==> src/rtl/fireball_pkg.sv <==
// Shared playfield geometry, slot coordinate widths and scheduler state encoding.
// Also consumed by life_count for the x/y widths.
package fireball_pkg;

    localparam int unsigned PF_W      = 96;
    localparam int unsigned PF_H      = 64;
    localparam int unsigned SPRITE_SZ = 4;
    localparam int unsigned X_W       = 7;
    localparam int unsigned Y_W       = 6;
    localparam int unsigned CNT_W     = 6;
    localparam int unsigned NUM_SLOTS = 4;

    localparam logic [X_W-1:0] PARK_X = X_W'(127);
    localparam logic [Y_W-1:0] PARK_Y = Y_W'(PF_H - 1);

    typedef enum logic [2:0] {
        ST_IDLE,
        ST_UPD0,
        ST_UPD1,
        ST_UPD2,
        ST_UPD3,
        ST_SPAWN
    } state_e;

    // Fold LFSR values beyond the right edge back into the playfield.
    function automatic logic [X_W-1:0] spawn_x(input logic [X_W-1:0] l,
                                               input logic [X_W-1:0] x_max);
        return (l <= x_max) ? l : (l - X_W'(64));
    endfunction

endpackage

==> src/rtl/fireball_lfsr.sv <==
// 7-bit Fibonacci LFSR (x^7 + x^6 + 1) that advances only when step_i is high.
module fireball_lfsr
    import fireball_pkg::*;
#(
    parameter logic [X_W-1:0] SEED = 7'h5A
) (
    input  logic           clk,
    input  logic           clr_n,
    input  logic           step_i,
    output logic [X_W-1:0] l_o
);

    logic [X_W-1:0] l_q;
    logic [X_W-1:0] l_d;

    always_comb begin
        l_d = l_q;
        if (step_i) begin
            l_d = {l_q[X_W-2:0], l_q[X_W-1] ^ l_q[X_W-2]};
        end
    end

    always_ff @(posedge clk or negedge clr_n) begin
        if (!clr_n) begin
            l_q <= SEED;
        end else begin
            l_q <= l_d;
        end
    end

    assign l_o = l_q;

endmodule

==> src/rtl/fireball_sched.sv <==
// Fireball slot scheduler: one slot update per clock per tick, then a spawn attempt.
// Build option FIREBALL_SPEEDUP_EN shortens the spawn period every 8 spawns (floor 4).
module fireball_sched
    import fireball_pkg::*;
#(
    parameter int unsigned    SPAWN_PERIOD = 16,
    parameter int unsigned    SPEED        = 1,
    parameter int unsigned    Y_LIMIT      = 60,
    parameter int unsigned    X_MAX        = PF_W - SPRITE_SZ,
    parameter logic [X_W-1:0] LFSR_SEED    = 7'h5A
) (
    input  logic                 clk,
    input  logic                 clr_n,
    input  logic                 tick,
    input  logic                 freeze,
    output logic [X_W-1:0]       fire1_x,
    output logic [X_W-1:0]       fire2_x,
    output logic [X_W-1:0]       fire3_x,
    output logic [X_W-1:0]       fire4_x,
    output logic [Y_W-1:0]       fire1_y,
    output logic [Y_W-1:0]       fire2_y,
    output logic [Y_W-1:0]       fire3_y,
    output logic [Y_W-1:0]       fire4_y,
    output logic [NUM_SLOTS-1:0] active,
    output logic                 busy,
    output logic                 overrun
);

    state_e                            state_q, state_d;
    logic [NUM_SLOTS-1:0][X_W-1:0]     x_q, x_d;
    logic [NUM_SLOTS-1:0][Y_W-1:0]     y_q, y_d;
    logic [NUM_SLOTS-1:0]              act_q, act_d;
    logic [CNT_W-1:0]                  cnt_q, cnt_d;
    logic                              ovr_q, ovr_d;
    logic                              busy_q;
    logic [CNT_W-1:0]                  period;
    logic                              tick_ok;
    logic                              lfsr_step;
    logic [X_W-1:0]                    lfsr_l;
    logic                              upd_en;
    logic [1:0]                        upd_idx;
    logic [Y_W:0]                      ny;
    logic                              free_any;
    logic [1:0]                        free_idx;

`ifdef FIREBALL_SPEEDUP_EN
    localparam logic [CNT_W-1:0] PERIOD_FLOOR = CNT_W'(4);
    logic [2:0]       nspawn_q, nspawn_d;
    logic [CNT_W-1:0] per_q, per_d;
    assign period = per_q;
`else
    assign period = CNT_W'(SPAWN_PERIOD);
`endif

    fireball_lfsr #(.SEED(LFSR_SEED)) u_lfsr (
        .clk    (clk),
        .clr_n  (clr_n),
        .step_i (lfsr_step),
        .l_o    (lfsr_l)
    );

    assign tick_ok = tick & ~freeze;

    // Which slot the current UPD state owns.
    always_comb begin
        upd_en  = 1'b1;
        upd_idx = 2'd0;
        case (state_q)
            ST_UPD0: upd_idx = 2'd0;
            ST_UPD1: upd_idx = 2'd1;
            ST_UPD2: upd_idx = 2'd2;
            ST_UPD3: upd_idx = 2'd3;
            default: upd_en  = 1'b0;
        endcase
    end

    // One extra bit so y + SPEED past the bottom cannot wrap back on screen.
    assign ny = {1'b0, y_q[upd_idx]} + (Y_W+1)'(SPEED);

    // Lowest-index free slot.
    always_comb begin
        free_any = ~&act_q;
        free_idx = 2'd0;
        for (int i = int'(NUM_SLOTS) - 1; i >= 0; i--) begin
            if (!act_q[i]) begin
                free_idx = 2'(i);
            end
        end
    end

    always_comb begin
        state_d   = state_q;
        x_d       = x_q;
        y_d       = y_q;
        act_d     = act_q;
        cnt_d     = cnt_q;
        ovr_d     = ovr_q;
        lfsr_step = 1'b0;
`ifdef FIREBALL_SPEEDUP_EN
        nspawn_d  = nspawn_q;
        per_d     = per_q;
`endif

        case (state_q)
            ST_IDLE: begin
                if (tick_ok) begin
                    state_d = ST_UPD0;
                    if (cnt_q < period) begin
                        cnt_d = cnt_q + CNT_W'(1);
                    end
                end
            end
            ST_UPD0: state_d = ST_UPD1;
            ST_UPD1: state_d = ST_UPD2;
            ST_UPD2: state_d = ST_UPD3;
            ST_UPD3: state_d = ST_SPAWN;
            ST_SPAWN: begin
                state_d = ST_IDLE;
                // Without a free slot the counter stays saturated: spawn remains pending.
                if ((cnt_q == period) && free_any) begin
                    act_d[free_idx] = 1'b1;
                    x_d[free_idx]   = spawn_x(lfsr_l, X_W'(X_MAX));
                    y_d[free_idx]   = '0;
                    cnt_d           = '0;
                    lfsr_step       = 1'b1;
`ifdef FIREBALL_SPEEDUP_EN
                    nspawn_d = nspawn_q + 3'd1;
                    if ((nspawn_q == 3'd7) && (per_q > PERIOD_FLOOR)) begin
                        per_d = per_q - CNT_W'(1);
                    end
`endif
                end
            end
            default: state_d = ST_IDLE;
        endcase

        if (upd_en && act_q[upd_idx]) begin
            if (ny > (Y_W+1)'(Y_LIMIT)) begin
                act_d[upd_idx] = 1'b0;
                x_d[upd_idx]   = PARK_X;
                y_d[upd_idx]   = PARK_Y;
            end else begin
                y_d[upd_idx]   = ny[Y_W-1:0];
            end
        end

        if (tick_ok && (state_q != ST_IDLE)) begin
            ovr_d = 1'b1;
        end
    end

    always_ff @(posedge clk or negedge clr_n) begin
        if (!clr_n) begin
            state_q  <= ST_IDLE;
            x_q      <= {NUM_SLOTS{PARK_X}};
            y_q      <= {NUM_SLOTS{PARK_Y}};
            act_q    <= '0;
            cnt_q    <= '0;
            ovr_q    <= 1'b0;
            busy_q   <= 1'b0;
`ifdef FIREBALL_SPEEDUP_EN
            nspawn_q <= '0;
            per_q    <= CNT_W'(SPAWN_PERIOD);
`endif
        end else begin
            state_q  <= state_d;
            x_q      <= x_d;
            y_q      <= y_d;
            act_q    <= act_d;
            cnt_q    <= cnt_d;
            ovr_q    <= ovr_d;
            busy_q   <= (state_d != ST_IDLE);
`ifdef FIREBALL_SPEEDUP_EN
            nspawn_q <= nspawn_d;
            per_q    <= per_d;
`endif
        end
    end

    assign fire1_x = x_q[0];
    assign fire2_x = x_q[1];
    assign fire3_x = x_q[2];
    assign fire4_x = x_q[3];
    assign fire1_y = y_q[0];
    assign fire2_y = y_q[1];
    assign fire3_y = y_q[2];
    assign fire4_y = y_q[3];
    assign active  = act_q;
    assign busy    = busy_q;
    assign overrun = ovr_q;

endmodule

==> config.mk <==
export PLATFORM = sky130hd
export DESIGN_NAME = fireball_sched
export DESIGN_NICKNAME = d
export VERILOG_FILES = /design/src/rtl/fireball_pkg.sv /design/src/rtl/fireball_lfsr.sv /design/src/rtl/fireball_sched.sv
export SDC_FILE = /design/constraint.sdc
export NUM_CORES = 1
export LEC_CHECK = 0
export ABC_AREA = 1
export CAP_MARGIN = 40
export CORE_MARGIN = 8
export CORE_UTILIZATION = 54
export DETAILED_ROUTE_END_ITERATION = 6
export GPL_TIMING_DRIVEN = 1
export PLACE_DENSITY = 0.88
export SYNTH_ARGS = -nofsm -noshare
export SYNTH_HDL_FRONTEND = slang
export SYNTH_SLANG_ARGS = --single-unit
==> constraint.sdc <==
create_clock -name clk -period 3.15 [get_ports clk]
set_input_delay 0.315 -clock clk [delete_from_list [all_inputs] [get_ports clk]]
set_output_delay 0.315 -clock clk [all_outputs]
set_load 0.05 [all_outputs]
Word level (Yosys, flattened, before mapping)
Cells that the tools add are included.

Register bits after elaboration: 74. Output and inout port bits: 58.

$add $sub $neg: 3. Magnitude comparators: 7. Eq/ne operators: 9. Mux-type cells: 45. Bitwise gates (word level): 10. Reductions and logical operators: 13.

Operator list (count): $mux 28 (4); $mux 24 (4); $mux 6 (6); $bwmux 28 (1); $demux 7 s2 (2); $or 28x28->28 (1); $and 24x24->24 (1); $bwmux 24 (1); $demux 6 s2 (2); $not 24->24 (1); $or 24x24->24 (1); $mux 7 (3); $mux 4 (4); $pmux 3 s5 (1); $bmux 6 s2 (1); $pmux 6 s2 (1); $mux 2 (4); $reduce_and 4->1 (2); $add 6x1->7 const B (1); $gt 7x6->1 const B (1); $le 7x7->1 const B (1); $sub 7x7->7 const B (1); $add 6x1->6 const B (1); $eq 3x2->1 const B (2); 24 further kinds (40).

Logic depth before layout (Yosys ltp)
Depth after elaboration: 15. Depth in mapped cells: 20. Depth with buffers taken out: 18.

Cells and area by module
From an unflattened synthesis, not the netlist that was laid out.

Cell total of the unflattened synthesis: 516. Area, all modules: 4113.9 um2.

Modules (own cells, without submodules): fireball_sched (times used 1, cells each 485, area an instance 3818.7 um2, seq. area each 1741.7 um2); fireball_lfsr (times used 1, cells each 31, area an instance 295.3 um2, seq. area each 180.2 um2).

Least setup slack after synthesis
No wires, ideal clock.

Kind: register to register. Start point: reg y_q (netlist bit fire4_y[1]). End point: reg y_q (netlist bit fire2_y[4]). Library setup time: 60 ps. Arrival: 2215 ps. Required time: 3090 ps. Path slack: 874 ps. Cell stages (with the launch flop): 17. Period minus slack after synthesis: 2276 ps. Cell sequence: dfstp_2 -> inv_1 -> nand3_1 -> nand2_1 -> nor2_1 -> nand2_1 -> inv_1 -> ha_1 -> nand3_2 -> o21bai_2 -> nand3_1 -> nor2_2 -> nand3_4 -> nand2_8 -> nand2_4 -> buf_6 -> nand2_2.

RTL lines: from (decl) (RTL line fireball_sched.sv:31) `logic [NUM_SLOTS-1:0][Y_W-1:0] y_q, y_d;`; from (signal assigned) (RTL line fireball_sched.sv:156) `y_q <= {NUM_SLOTS{PARK_Y}};`; from (signal assigned) (RTL line fireball_sched.sv:168) `y_q <= y_d;`.

==> flow_summary.toml <==
[run_status]
status = "finished, final reports clean"

[yosys]
ys_ff_latch = 74
synth_edf_count = 0
syn_inst = 492
syn_area_um2 = 4030
async_reset_ff_share_pct = 100
ys_types = 34
ys.flop_type = "dfstp_2"
synth.avg_cell_area_um2 = 8.18
yosys_warnings = 0
syn_nets = 501
ys_seq_area_share_pct = 47.7

[routing]
viasPerCell = 5.26
drtAntennaViolNets = 0
drt-wirelength-per-cell_um = 16.6
drt_pass1_iterations = 4
via_count = 3452
wirelength_um = 10900
dr.first_iter.drc_count = 201
drc_errors = 0

[global_route]
grt_pass1_vias = 3544
grt_max_degree = 33
grt_util_all_layers_pct = 22.1
grt-ovfl-total = 0
antenna_found_initial = 0
grt_pass1_wl_um = 17700

[finish]
areaGrowthSynthToFinish_pct = 22.7
multi_input_area_um2 = 1720
n_antenna_cell = 0
drive_gt1_share_pct = 27.1
layout_commonest_cell = "nand2_1"
regArea_um2 = 1920
finalNetCount = 561
design_area_um2 = 4940
layout_common_cells = "103 x nand2_1, 69 x inv_1, 69 x o21ai_0"
fillers = 596

[clock_tree]
worstSkewPairLatency_ns = 0.35
cts_root_buffer = "clkbuf_8"
cts_setup_buffers = 0
path_clk_slew_ns = 0.08
cts_made_buffers = 9
cts_resized = 0
cts_sinks = 74
clock_path_buffers = 2
h-tree-depth = 3
ctsHoldBuffers = 0
cts_tree = "done"

[floorplanning]
rows = 31
fp.dieW_um = 102
start_util_pct = 55.5
die_height_um = 102
pin_count = 62
die_area_um2 = 10500
core_um2 = 7250

[pwr]
switching_share_pct = 40.5
seq_power_share_pct = 35.7
clkPwrFrac_pct = 27.0
p_leak_nw = 2.33
p_int_w = 0.00201
powerDensity_nw_per_um2 = 685
pwr-share-comb_pct = 37.3
ir_drop_uv = 415
switchingPower_w = 0.00137

[timing]
setup_viol = 0
clock_skew_ns = 0.00799
slew_viol_final = 0
hold_viol = 0
rsz0062_at_grt = "no"
fin_crit_ns = 2.76
timing.fmax_mhz = 362
period_share_pct = 87.6
slew_headroom_pct = 50.6
tightest_slew_ns = 0.739
tns_ns = 0

[job]
maxCapViolations = 0

[worst_setup_path]
worstReg2RegEnd = "fire1_y[0]"
cp.arrival_ns = 3.05
rrSetupSlack_ns = 0.39
reg2reg_from = "state_q[2]"
required_ns = 3.44
crit_type = "register to register"
critical_path.max_fanout = 11
endpoint_kind = "register"
crit_path_start_kind = "register"
worstRegToRegCells = 17

[placed_design]
portBuffers = 61
finalWeightedCongestion = 0.930
dp_hpwl_um = 7990
placed_area_um2 = 4690

[min_path]
min-delay-path-class = "input pin to asynchronous set/reset pin"
## layout make-up
type / instances / area share (%)
clock inverters: 3 / 1.39
inverters: 75 / 5.75
multi-input cells: 327 / 34.9
flip-flops and latches: 74 / 38.9
well taps: 99 / 2.51
repair buffers: 65 / 12.9
clock buffers: 13 / 3.67
## state kept, by name, indices dropped and copies added (netlist names)
| register | cells |
|---|---|
| active | 4 |
| busy | 1 |
| cnt_q | 6 |
| fire1_x | 7 |
| fire1_y | 6 |
| fire2_x | 7 |
| fire2_y | 6 |
| fire3_x | 7 |
| fire3_y | 6 |
| fire4_x | 7 |
| fire4_y | 6 |
| overrun | 1 |
| state_q | 3 |
| u_lfsr.l_o | 7 |
## cell families after synthesis
group,after synthesis,share of synthesized area [%]
AOI/OAI and AO/OA,87,11.3
buffers and inverters,91,9.48
and+or+nand+nor,234,29.7
xor gates and xnor gates,1,0.218
adders and majority gates,5,1.55
DFF,74,47.7
## synth_stat cells (2+ instances only)
master    count  area [um2]
a21oi_1      10        50.1
a31oi_1       2        12.5
buf_6         5        56.3
clkbuf_1     11        41.3
dfrtp_1      18         450
dfstp_2      56        1470
ha_1          5        62.6
inv_1        69         259
inv_2         5        18.8
nand2_1     103         387
nand2_2      48         300
nand2_4       5        56.3
nand3_1      23         115
nand3_2       2        20.0
nand3_4       2        35.0
nand3b_1      3        22.5
nor2_1       25        93.8
nor2_2        7        43.8
nor2_4        3        33.8
nor3_1        7        35.0
nor4_1        2        12.5
o21ai_0      69         345
## worst max-delay path by stage
stage | cells after the start | endpoint | slack, ns | from
after global placement | 17 | fire1_y[0] | 0.54 | state_q[2]
after detailed placement | 17 | fire1_y[0] | 0.43 | state_q[2]
after global routing | 17 | fire1_y[0] | 0.17 | state_q[2]
after CTS | 17 | fire1_y[0] | 0.41 | state_q[2]
after floorplan | 16 | fire2_y[4] | 0.87 | fire4_y[1]
final | 17 | fire1_y[0] | 0.39 | state_q[2]
## per-stage QoR
| stage | power (W) | hold WS, ns | worst slack [ns] | std cells | util, % |
|---|---|---|---|---|---|
| floorplan | 0.00211 | 0.0194 | 0.874 | 492 | - |
| global placement | 0.00245 | 0.383 | 0.540 | 640 | 64.6 |
| detailed placement | 0.00247 | 0.393 | 0.427 | 640 | 64.6 |
| CTS | 0.00339 | 0.0150 | 0.415 | 656 | 68.1 |
| global route | 0.00356 | 0.0518 | 0.173 | 656 | 68.1 |
| finish | 0.00338 | 0.00625 | 0.390 | 656 | 68.1 |
## critical path, stage by stage, from the launching register on
cell and delay [ns]:
dfrtp_1 0.62, inv_4 0.09, nand3_2 0.20, inv_2 0.07
nand2_1 0.06, nand2_1 0.05, nor2_2 0.16, nand2_4 0.10
ha_1 0.22, nand3_2 0.10, nand2_1 0.07, inv_2 0.09
nand3_1 0.11, nor2_2 0.14, nand3_4 0.12, nand2_8 0.13
nand2_2 0.23, nand2_1 0.14
## metal layers
layer | wire (um) | track usage, % | vias to the layer above | part of all wire, %
li1 | - | - | 1668 | -
met1 | 4500 | 26.7 | 1638 | 41
met2 | 5300 | 36.7 | 124 | 49
met3 | 843 | 5.59 | 22 | 7.7
met4 | 250 | 9.14 | 0 | 2.3
met5 | 0 | 0 | - | 0
## power groups by stage
stage | Clock, W | Combinational, W | Sequential [W]
6_report | 0.000914 | 0.00126 | 0.00121
5_1_grt | 0.000965 | 0.00138 | 0.00122
4_1_cts | 0.000924 | 0.00126 | 0.00120
3_5_place_dp | 0 | 0.00125 | 0.00121
3_3_place_gp | 0 | 0.00124 | 0.00121
2_1_floorplan | 0 | 0.000742 | 0.00137
Power figures use the tool's default switching activity.
